### src/rtl/pipe_hazard_ctrl_if.sv
// Signal bundle between the 5-stage pipeline datapath and its hazard/sequencing controller.
// The pipeline drives hazard status as master; the controller returns enables, flushes and counters as slave.
interface pipe_hazard_ctrl_if #(
    parameter int unsigned CNT_W = 16
);
    logic             idex_memread;
    logic [4:0]       idex_rd;
    logic [4:0]       ifid_rs1;
    logic [4:0]       ifid_rs2;
    logic             ex_br_taken;
    logic             mem_req;
    logic             mem_ready;

    logic             pc_write;
    logic             ifid_write;
    logic             ifid_flush;
    logic             idex_write;
    logic             idex_flush;
    logic             exmem_write;
    logic             mem_err;
    logic [CNT_W-1:0] stall_cnt;
    logic [CNT_W-1:0] flush_cnt;

    modport master (
        output idex_memread, idex_rd, ifid_rs1, ifid_rs2, ex_br_taken, mem_req, mem_ready,
        input  pc_write, ifid_write, ifid_flush, idex_write, idex_flush, exmem_write,
               mem_err, stall_cnt, flush_cnt
    );

    modport slave (
        input  idex_memread, idex_rd, ifid_rs1, ifid_rs2, ex_br_taken, mem_req, mem_ready,
        output pc_write, ifid_write, ifid_flush, idex_write, idex_flush, exmem_write,
               mem_err, stall_cnt, flush_cnt
    );
endinterface

### src/rtl/pipe_hazard_ctrl.sv
// Hazard/sequencing controller: load-use bubbles, taken-branch flushes, data-memory wait states
// with a timeout, and saturating stall/flush performance counters.
module pipe_hazard_ctrl #(
    parameter int unsigned CNT_W       = 16,
    parameter int unsigned MEM_TIMEOUT = 64
) (
    input logic              clk,
    input logic              reset,
    pipe_hazard_ctrl_if.slave hz
);
    typedef enum logic [1:0] {
        RUN      = 2'd0,
        MEM_WAIT = 2'd1,
        ERR      = 2'd2
    } state_t;

    // wait_cnt holds the number of wait cycles already completed, so the timeout
    // fires on the edge that ends wait cycle number MEM_TIMEOUT.
    localparam logic [7:0] LAST_WAIT = 8'(MEM_TIMEOUT - 1);

    state_t           state, state_nxt;
    logic [7:0]       wait_cnt, wait_cnt_nxt;
    logic             mem_err_r, mem_err_nxt;
    logic [CNT_W-1:0] stall_cnt_r, flush_cnt_r;

    logic lu, mw, br_applied;
    logic pc_write, ifid_write, ifid_flush, idex_write, idex_flush, exmem_write;

    always_comb begin
        lu = hz.idex_memread && (hz.idex_rd != 5'd0) &&
             ((hz.idex_rd == hz.ifid_rs1) || (hz.idex_rd == hz.ifid_rs2));
        mw = hz.mem_req && !hz.mem_ready && (state != ERR);
    end

    always_comb begin
        pc_write    = 1'b1;
        ifid_write  = 1'b1;
        ifid_flush  = 1'b0;
        idex_write  = 1'b1;
        idex_flush  = 1'b0;
        exmem_write = 1'b1;
        br_applied  = 1'b0;
        if (!reset) begin
            if (mw) begin
                pc_write    = 1'b0;
                ifid_write  = 1'b0;
                idex_write  = 1'b0;
                exmem_write = 1'b0;
            end else if (hz.ex_br_taken) begin
                ifid_flush = 1'b1;
                idex_flush = 1'b1;
                br_applied = 1'b1;
            end else if (lu) begin
                pc_write   = 1'b0;
                ifid_write = 1'b0;
                idex_flush = 1'b1;
            end
        end
    end

    always_comb begin
        state_nxt    = state;
        wait_cnt_nxt = wait_cnt;
        mem_err_nxt  = mem_err_r;
        case (state)
            RUN: begin
                if (mw) begin
                    if (LAST_WAIT == 8'd0) begin
                        state_nxt    = ERR;
                        wait_cnt_nxt = '0;
                        mem_err_nxt  = 1'b1;
                    end else begin
                        state_nxt    = MEM_WAIT;
                        wait_cnt_nxt = 8'd1;
                    end
                end
            end
            MEM_WAIT: begin
                if (!mw) begin
                    state_nxt    = RUN;
                    wait_cnt_nxt = '0;
                end else if (wait_cnt >= LAST_WAIT) begin
                    state_nxt    = ERR;
                    wait_cnt_nxt = '0;
                    mem_err_nxt  = 1'b1;
                end else begin
                    wait_cnt_nxt = wait_cnt + 8'd1;
                end
            end
            ERR: begin
                state_nxt    = RUN;
                wait_cnt_nxt = '0;
            end
            default: begin
                state_nxt    = RUN;
                wait_cnt_nxt = '0;
            end
        endcase
    end

    always_ff @(posedge clk or posedge reset) begin
        if (reset) begin
            state     <= RUN;
            wait_cnt  <= '0;
            mem_err_r <= 1'b0;
        end else begin
            state     <= state_nxt;
            wait_cnt  <= wait_cnt_nxt;
            mem_err_r <= mem_err_nxt;
        end
    end

    always_ff @(posedge clk or posedge reset) begin
        if (reset) begin
            stall_cnt_r <= '0;
            flush_cnt_r <= '0;
        end else begin
            if (!pc_write && (stall_cnt_r != '1))
                stall_cnt_r <= stall_cnt_r + 1'b1;
            if (br_applied && (flush_cnt_r != '1))
                flush_cnt_r <= flush_cnt_r + 1'b1;
        end
    end

    assign hz.pc_write    = pc_write;
    assign hz.ifid_write  = ifid_write;
    assign hz.ifid_flush  = ifid_flush;
    assign hz.idex_write  = idex_write;
    assign hz.idex_flush  = idex_flush;
    assign hz.exmem_write = exmem_write;
    assign hz.mem_err     = mem_err_r;
    assign hz.stall_cnt   = stall_cnt_r;
    assign hz.flush_cnt   = flush_cnt_r;
endmodule

### src/flat_wrapper.sv
// flat-port wrapper written by rule: the top's interface ports become plain ports
module pipe_hazard_ctrl_flat 
#(
    parameter int unsigned CNT_W       = 16,
    parameter int unsigned MEM_TIMEOUT = 64
)
  (clk, reset, hz_idex_memread, hz_idex_rd, hz_ifid_rs1, hz_ifid_rs2, hz_ex_br_taken, hz_mem_req, hz_mem_ready, hz_pc_write, hz_ifid_write, hz_ifid_flush, hz_idex_write, hz_idex_flush, hz_exmem_write, hz_mem_err, hz_stall_cnt, hz_flush_cnt);
  pipe_hazard_ctrl_if #(.CNT_W(CNT_W)) hz_i ();
  input logic clk;
  input logic reset;
  input wire logic [$bits(hz_i.idex_memread)-1:0] hz_idex_memread;
  input wire logic [$bits(hz_i.idex_rd)-1:0] hz_idex_rd;
  input wire logic [$bits(hz_i.ifid_rs1)-1:0] hz_ifid_rs1;
  input wire logic [$bits(hz_i.ifid_rs2)-1:0] hz_ifid_rs2;
  input wire logic [$bits(hz_i.ex_br_taken)-1:0] hz_ex_br_taken;
  input wire logic [$bits(hz_i.mem_req)-1:0] hz_mem_req;
  input wire logic [$bits(hz_i.mem_ready)-1:0] hz_mem_ready;
  output wire logic [$bits(hz_i.pc_write)-1:0] hz_pc_write;
  output wire logic [$bits(hz_i.ifid_write)-1:0] hz_ifid_write;
  output wire logic [$bits(hz_i.ifid_flush)-1:0] hz_ifid_flush;
  output wire logic [$bits(hz_i.idex_write)-1:0] hz_idex_write;
  output wire logic [$bits(hz_i.idex_flush)-1:0] hz_idex_flush;
  output wire logic [$bits(hz_i.exmem_write)-1:0] hz_exmem_write;
  output wire logic [$bits(hz_i.mem_err)-1:0] hz_mem_err;
  output wire logic [$bits(hz_i.stall_cnt)-1:0] hz_stall_cnt;
  output wire logic [$bits(hz_i.flush_cnt)-1:0] hz_flush_cnt;
  assign hz_i.idex_memread = hz_idex_memread;
  assign hz_i.idex_rd = hz_idex_rd;
  assign hz_i.ifid_rs1 = hz_ifid_rs1;
  assign hz_i.ifid_rs2 = hz_ifid_rs2;
  assign hz_i.ex_br_taken = hz_ex_br_taken;
  assign hz_i.mem_req = hz_mem_req;
  assign hz_i.mem_ready = hz_mem_ready;
  assign hz_pc_write = hz_i.pc_write;
  assign hz_ifid_write = hz_i.ifid_write;
  assign hz_ifid_flush = hz_i.ifid_flush;
  assign hz_idex_write = hz_i.idex_write;
  assign hz_idex_flush = hz_i.idex_flush;
  assign hz_exmem_write = hz_i.exmem_write;
  assign hz_mem_err = hz_i.mem_err;
  assign hz_stall_cnt = hz_i.stall_cnt;
  assign hz_flush_cnt = hz_i.flush_cnt;
  pipe_hazard_ctrl #(.CNT_W(CNT_W), .MEM_TIMEOUT(MEM_TIMEOUT)) u_core (.clk(clk), .reset(reset), .hz(hz_i));
endmodule
### config.mk
export PLATFORM = sky130hd
export DESIGN_NAME = pipe_hazard_ctrl_flat
export DESIGN_NICKNAME = d
export VERILOG_FILES = /design/src/rtl/pipe_hazard_ctrl_if.sv /design/src/rtl/pipe_hazard_ctrl.sv /design/src/flat_wrapper.sv
export SDC_FILE = /design/constraint.sdc
export NUM_CORES = 1
export LEC_CHECK = 0
export CAP_MARGIN = 15
export CORE_AREA = 2 2 83 85
export CTS_CLUSTER_SIZE = 12
export DETAILED_ROUTE_END_ITERATION = 10
export DIE_AREA = 0 0 85 87
export MAX_ROUTING_LAYER = met4
export PLACE_DENSITY_LB_ADDON = 0.1
export REMOVE_ABC_BUFFERS = 1
export SLEW_MARGIN = 10
export SYNTH_ARGS = -nofsm -noshare
export SYNTH_HDL_FRONTEND = slang
export SYNTH_SLANG_ARGS = --single-unit
export TNS_END_PERCENT = 5
### constraint.sdc
create_clock -name clk -period 4.1 [get_ports clk]
set_clock_uncertainty 0.15 [all_clocks]
set_input_delay 1.025 -clock clk [delete_from_list [all_inputs] [get_ports clk]]
set_output_delay 1.025 -clock clk [all_outputs]
set_load 0.01 [all_outputs]
After elaboration in Yosys (flattened, before gate mapping)
Cells that the tools add are included.
{"block": "word_totals", "ff_bits": 43, "input_bits": 21, "out_inout_bits": 39, "wordCells": 51}
{"block": "classes", "addsub": 3, "n_lt_le_gt_ge": 1, "eq_ne": 8, "mux": 21, "n_reduce_logical": 13}
{"cell": "adder 16 x 1 -> 16 bit, second input constant", "count": 2}
{"cell": "!= test 16 bit, second input constant", "count": 2}
{"cell": "2-to-1 mux 8 bit", "count": 3}
{"cell": "case mux 8 bit (2 select lines)", "count": 1}
{"cell": "2-to-1 mux 1 bit", "count": 13}
{"cell": "equality test 5 bit", "count": 2}
{"cell": "adder 8 x 1 -> 8 bit, second input constant", "count": 1}
{"cell": ">= comparator 8 x 6 -> 1 bit, second input constant", "count": 1}
{"cell": "logical AND 1 bit", "count": 6}
{"cell": "2-to-1 mux 2 bit", "count": 3}
{"cell": "nonzero test 5 bit", "count": 1}
{"cell": "case mux 2 bit (2 select lines)", "count": 1}
{"cell": "!= test 3 bit, second input constant", "count": 1}
{"cell": "AND reduction 3 bit", "count": 1}
{"cell": "equality test 2 x 1 -> 1 bit, second input constant", "count": 1}
{"cell": "zero test 1 bit", "count": 2}
{"cell": "zero test 2 bit", "count": 1}
{"cell": "!= test 2 x 1 -> 1 bit, second input constant", "count": 1}
{"cell": "!= test 2 bit, second input constant", "count": 1}
{"cell": "AND reduction 2 bit", "count": 1}
{"cell": "logical OR 1 bit", "count": 1}

Longest topological paths before layout
Gate-level depths: netlist (run 1).
{"block": "logic_depth", "depth_word": 9, "mapped_depth": 7}

Worst setup path after synthesis (run 1)
No wires, ideal clock.
{"block": "synth_path", "kind": "input to output", "start": "input port reset", "end": "output port hz_pc_write", "arrival_time_ns": 3.024, "required_ns": 2.925, "path_slack_ns": -0.099, "path_stages": 6, "path_cell_list": "inv_1 nand3_1 o41ai_4 buf_6 inv_1 buf_4"}
{"block": "synth_between", "elab_chain_cells": 1}
{"element": "start: declaration", "line_no": "flat_wrapper.sv:10", "text": "input logic reset;"}
{"element": "2-to-1 mux 1 bit"}
{"element": "end: declaration", "line_no": "flat_wrapper.sv:18", "text": "output wire logic [$bits(hz_i.pc_write)-1:0] hz_pc_write;"}
No other way between the ends.

Worst setup path in the final report (run 1)
{"block": "layout_path", "start": "input port hz_idex_rd[0]", "end": "output port hz_idex_flush"}
{"block": "layout_between", "elab_chain_cells": 7, "word_cells_on_any_way": 10, "classes_between": "eq/ne: 2; mux: 4; reduce/logical: 4"}
{"element": "start: declaration", "line_no": "flat_wrapper.sv:12", "text": "input wire logic [$bits(hz_i.idex_rd)-1:0] hz_idex_rd;"}
{"element": "equality test 5 bit or nonzero test 5 bit (tied branches)", "line_no": "pipe_hazard_ctrl.sv:31, pipe_hazard_ctrl.sv:30"}
{"element": "logical OR 1 bit or logical AND 1 bit (tied branches)", "line_no": "pipe_hazard_ctrl.sv:31, pipe_hazard_ctrl.sv:30"}
{"element": "logical AND 1 bit *", "line_no": "pipe_hazard_ctrl.sv:30", "text": "lu = hz.idex_memread && (hz.idex_rd != 5'd0) &&"}
{"element": "2-to-1 mux 1 bit *", "line_no": "pipe_hazard_ctrl.sv:53", "text": "end else if (lu) begin"}
{"element": "2-to-1 mux 1 bit *", "line_no": "pipe_hazard_ctrl.sv:49", "text": "end else if (hz.ex_br_taken) begin"}
{"element": "2-to-1 mux 1 bit *", "line_no": "pipe_hazard_ctrl.sv:44", "text": "if (mw) begin"}
{"element": "2-to-1 mux 1 bit *", "line_no": "pipe_hazard_ctrl.sv:43", "text": "if (!reset) begin"}
{"element": "end: declaration", "line_no": "flat_wrapper.sv:22", "text": "output wire logic [$bits(hz_i.idex_flush)-1:0] hz_idex_flush;"}
Mark *: on every way between the ends. The rest lies on a longest branch, timed or not.

==> metrics.txt, run 1 <==
Netlist cell types=42; Starting Density=33.6%; Final Critical Period=3.99 ns; placed cell count=354; hold-fix buffers at CTS=0; CTS Sinks=43; die height=87 um; async set-or-reset flop fraction in the synthesized netlist=100%; vias in the first global route=1753; Inserted Clock Buffers=5; CP Max Fanout=2; placed instance area=2920 um2; Seq cells post-synth=43; Post-Route WL=4800 um; Synth top area share=48.8%; Clock Pin Slew Worst Setup and Hold Paths=0.07 ns; WHS Path Cells=1; Worst Setup SP=hz_idex_rd[0]; RSZ-0062 raised after global routing=no; DR DRC count=0; Required @ worst endpoint=2.92 ns; TritonCTS clock tree=done; Routed Antenna Nets=0; Final period util=97.3%; # IOs=60; HPWL after detailed placement=3500 um; die width=85 um; initial DRC count=39; first-pass GRT wire length=8270 um; Largest delay share family, worst path=simple AND/OR/NAND/NOR gates; critical path class=in -> out; DRT Pass-1 Iters=5; root buf cell=clkbuf_8; ant diodes=0; crit end category=primary output; FF-to-FF path depth=6; total die area=7400 um2; worst path bufs/invs=2; YS warnings=0; IO Port Bufs=59; via count=1750; drt via density=4.85; RePlAce Congestion=0.798; CP Cell Sequence=clkdlybuf4s50_1 > or4_2 > o21ai_4 > nor2_1 > o21a_1 > dlygate4sd2_1; Max Cap Viol=0; Mapped Avg Cell Area=10.4 um2; CTS Buffer Depth=2; P_leak=1.25 nW; share of post-route cells with drive strength above 1=8.19%; nets@finish=305; global route total overflow=0; Hold Violations, Final=0; CP max stage cell=or4_2; initial antenna violation count=0; Yosys top cell by area=dfrtp_1; arrival time worst endpoint=2.81 ns; most common cell in the netlist=dfrtp_1; FF-to-FF setup slack=1.77 ns; Fillers=651; PwrDens=389 nW/um2; Final Non-Filler Cells=361; Slew HR=57.3%; Mapped Cells=212; Critical Path Source Type=primary input; CTS H-Tree Depth=2; top post-synthesis cells by count=dfrtp_1, xnor2_1, nor2_1; Min-Delay Path Class=reg -> reg; Synth Cell Area=2210 um2; Synth area leaders=dfrtp_1, xnor2_1, xor2_1, nand3_1, nand4_1; setup violators final=0; outcome=finished clean; CP endpoint=hz_idex_flush; Area Overhead vs Synth=37.1%; Post-synth EDFFs=0; WP depth=6; row count=30; max-slew violations=0; DR WL/cell=13.3 um; measured slew at the worst slew-check pin=0.635 ns; largest net degree at the start of global routing=44; final design utilization=46.0%; Core Region=6570 um2; register area share after synthesis=48.8%; worst-skew pair later-pin latency=0.29 ns; Crit path largest cell delay=0.70 ns; R2R Path End=u_core.hz.stall_cnt[1]; Final Cell Area=3020 um2; Fmax=251 MHz; Total GRT Usage=14.3%; top_reg_cell synth=dfrtp_1; Worst R2R Start=u_core.hz.stall_cnt[3]; total negative slack=0 ns; Peak supply drop=213 uV
kinds of logic after synthesis:
family / after synthesis / synth area share [%]
compound gates: 19 / 7.03
fa+ha+maj: 3 / 1.70
simple gates: 98 / 23.7
buf+inv: 8 / 2.10
mux: 4 / 1.99
flops: 43 / 48.8
xor+xnor: 37 / 14.7
worst register-to-register path, cell delays in order, from the launching register on:
cell     delay, ns
dfrtp_1       0.45
and4_1        0.25
and2_1        0.18
nand3_1       0.15
or3_1         0.55
nand2_2       0.17
mux2_1        0.32
where the power goes:
group          internal, mW  switching (mW)
registers             0.479          0.0808
clock network         0.179           0.139
logic                 0.174           0.126
total                 0.831           0.346
how the worst min path moves through the flow:
stage | slack, ns | to | startpoint
CTS | 0.33 | u_core.hz.mem_err | u_core.hz.mem_err
floorplan | 0.30 | u_core.wait_cnt[5] | u_core.wait_cnt[5]
finish | 0.32 | u_core.hz.mem_err | u_core.hz.mem_err
detailed placement | 0.31 | u_core.hz.mem_err | u_core.hz.mem_err
global placement | 0.31 | u_core.hz.mem_err | u_core.hz.mem_err
global route | 0.35 | u_core.hz.mem_err | u_core.hz.mem_err
cell usage in the layout (no fill, tap or decap), types with 2 or more instances in the layout:
cell / instances
and2_1: 5
and3_1: 6
and4_1: 3
buf_4: 7
clkbuf_8: 5
clkdlybuf4s50_1: 56
dfrtp_1: 43
dlygate4sd2_1: 3
ha_1: 3
inv_1: 3
mux2_1: 2
nand2_1: 13
nand3_1: 19
nand4_1: 12
nor2_1: 20
nor2b_1: 3
nor3_1: 6
nor3_2: 2
o21a_1: 2
o21ai_0: 6
o31ai_1: 2
xnor2_1: 23
xor2_1: 14
metrics by stage:
step / worst slack, ns / hold WS (ns) / power [mW]
after detailed placement: -0.100 / 0.313 / 0.871
after CTS: 0.101 / 0.332 / 1.20
final: 0.111 / 0.322 / 1.18
after global routing: 0.0546 / 0.350 / 1.25
after global placement: -0.0859 / 0.313 / 0.867
after floorplan: -0.104 / 0.295 / 0.690
layout make-up:
| type | count | area (um2) | area share (%) |
|---|---|---|---|
| Clock inverter | 1 | 30.0 | 0.993 |
| Timing Repair Buffer | 66 | 639 | 21.1 |
| Multi-Input combinational cell | 161 | 1090 | 36.1 |
| Sequential cell | 43 | 1080 | 35.6 |
| Clock buffer | 6 | 72.6 | 2.40 |
| Inverter | 4 | 15.0 | 0.496 |
| Tap cell | 80 | 100 | 3.31 |
what timing repair did:
item                       CTS  global route
gates resized for setup      4             0
setup buffers                0             0
setup endpoints to repair    3             0
flip-flops by register name, summed over array words and instances (netlist names):
name,flops
u_core.state,2
u_core.hz.flush_cnt,16
u_core.hz.stall_cnt,16
u_core.wait_cnt,8
u_core.hz.mem_err,1
routing by layer:
layer	wire length, um	GRT usage, %
met5	0	-
met2	2280	23.1
met3	160	2.65
met1	2300	18.3
met4	68	4.76
(Power assumes the default switching activity.)
==> run 2, diff against run 1 <==
--- a/config.mk
+++ b/config.mk
@@ -10,7 +10,6 @@
 export CTS_CLUSTER_SIZE = 12
 export DETAILED_ROUTE_END_ITERATION = 10
 export DIE_AREA = 0 0 85 87
-export MAX_ROUTING_LAYER = met4
 export PLACE_DENSITY_LB_ADDON = 0.1
 export REMOVE_ABC_BUFFERS = 1
 export SLEW_MARGIN = 10
==> run 2 against run 1 <==
Compared with the run above:
- total power is essentially flat
- non-clock buffer count is the same
- final area is the same
- routed wire length is the same
- critical path depth is the same
- sequential power is essentially flat
- sequential share of layout area is the same
- sequential cell count is the same
- die area is the same
==> metrics.txt, run 2 (synthesis gave the netlist of run 1 again) <==
global route total overflow=0 (unchanged); RePlAce Congestion=0.787 (was 0.798); Comb power frac=25.4% (about the same); # IOs=60 (unchanged); root buf cell=clkbuf_8 (unchanged); met2 usage=23.1% (unchanged); worst-skew pair later-pin latency=0.29 ns (about the same); outcome=finished clean (unchanged); total die area=7400 um2 (unchanged); Final Critical Period=3.99 ns (unchanged); share of post-route cells with drive strength above 1=8.19% (unchanged); row count=30 (unchanged); arrival time worst endpoint=2.81 ns (about the same); CP Max Fanout=2 (unchanged); initial antenna violation count=0 (unchanged); fin worst setup slack=0.111 ns (unchanged); drt via density=4.83 (was 4.85); Hold Violations, Final=0 (unchanged); FF-to-FF path depth=6 (unchanged); placed cell count=354 (unchanged); commonest non-fill, non-tap cells in the layout=clkdlybuf4s50_1, dfrtp_1, xnor2_1 (unchanged); max-slew violations=0 (unchanged); placed instance area=2920 um2 (unchanged); crit end category=primary output (unchanged); TritonCTS clock tree=done (unchanged); overall power=1.18 mW (about the same); nets@finish=305 (unchanged); Starting Density=33.6% (unchanged); die height=87 um (unchanged); Fmax=251 MHz (unchanged); Post-Route WL=4800 um (unchanged); Sw Pwr=0.345 mW (was 0.346 mW); DRT Pass-1 Iters=5 (unchanged); total negative slack=0 ns (unchanged); Total GRT Usage=13.9% (was 14.3%); vias in the first global route=1755 (was 1753); Final Cell Area=3020 um2 (unchanged); most common cell after layout, fill and taps aside=clkdlybuf4s50_1 (unchanged); ant diodes=0 (unchanged); Core Region=6570 um2 (unchanged); CTS H-Tree Depth=2 (unchanged); DR DRC count=0 (unchanged); RSZ-0062 raised after global routing=no (unchanged); met1 GRT Util=18.3% (about the same); P_leak=1.25 nW (unchanged); Min-Delay Path Class=reg -> reg (unchanged); Pint=0.831 mW (about the same); initial DRC count=39 (unchanged); Area Overhead vs Synth=37.1% (unchanged); final design utilization=46.0% (unchanged); setup violators final=0 (unchanged); clock power share=27.0% (about the same); PwrDens=389 nW/um2 (about the same); Sw Share=29.4% (about the same); IO Port Bufs=59 (unchanged); Peak supply drop=213 uV (about the same); hold slack final=0.322 ns (about the same); CTS Buffer Depth=2 (unchanged); first-pass GRT wire length=8270 um (about the same); critical path class=in -> out (unchanged); DP Worst Slack=-0.100 ns (unchanged); HPWL after detailed placement=3500 um (unchanged); Slew HR=57.3% (about the same); Final period util=97.3% (unchanged); share of power burned in registers=47.6% (about the same); Routed Antenna Nets=0 (unchanged); largest net degree at the start of global routing=44 (unchanged); Critical Path Source Type=primary input (unchanged); M3 GR Usage=2.75% (was 2.65%); WHS Path Cells=1 (unchanged); DR WL/cell=13.3 um (unchanged); Final Non-Filler Cells=361 (unchanged); GRT Max-Usage Layer=met2 (unchanged); Max Cap Viol=0 (unchanged); CTS Sinks=43 (unchanged); Required @ worst endpoint=2.92 ns (about the same); Inserted Clock Buffers=5 (unchanged); die width=85 um (unchanged); via count=1744 (was 1750); measured slew at the worst slew-check pin=0.636 ns (was 0.635 ns); Clock Pin Slew Worst Setup and Hold Paths=0.07 ns (about the same)
[run 2: cell counts in the layout (fill, tap and decap cells not counted)]
Identical to the previous run, type by type.
[run 2: final timing paths]
kind	startpoint	to	slack [ns]
min	u_core.hz.mem_err	u_core.hz.mem_err	0.32
max reg2reg	u_core.hz.stall_cnt[3]	u_core.hz.stall_cnt[1]	1.77
min reg2reg	u_core.hz.mem_err	u_core.hz.mem_err	0.32
min in group asynchronous	reset	u_core.wait_cnt[5]	1.16
max in group asynchronous	reset	u_core.hz.stall_cnt[14]	2.26
max	hz_idex_rd[0]	hz_idex_flush	0.11
[run 2: area by class of cell]
| type | count | area (um2) |
|---|---|---|
| fillers | 651 | 3540 |
| multi-input cells | 161 | 1090 |
| flip-flops and latches | 43 | 1080 |
| repair buffers | 66 | 639 |
| well taps | 80 | 100 |
| clock buffers | 6 | 72.6 |
| clock inverters | 1 | 30.0 |
| inverters | 4 | 15.0 |
[run 2: critical path, cell delays in order]
cell and delay, ns:
clkdlybuf4s50_1 0.41, or4_2 0.70, o21ai_4 0.19, nor2_1 0.05, o21a_1 0.16, dlygate4sd2_1 0.27
[run 2: power groups by stage]
| stage | logic [mW] | clock network [mW] | registers (mW) |
|---|---|---|---|
| floorplan | 0.115 | 0 | 0.575 |
| global placement | 0.299 | 0 | 0.569 |
| detailed placement | 0.304 | 0 | 0.567 |
| CTS | 0.305 | 0.334 | 0.560 |
| global route | 0.330 | 0.345 | 0.574 |
| finish | 0.299 | 0.317 | 0.560 |
[run 2: layer usage]
metal	wire, um	vias to the layer above
met5	0	-
met4	69	0
met3	163	6
met2	2270	28
met1	2300	832
li1	-	878
[run 2: what timing repair did]
item / in CTS / in global routing
setup buffers: 0 / 0
gates resized for setup: 4 / 0
hold buffers: 0 / 0
endpoints found under the setup margin: 3 / 0
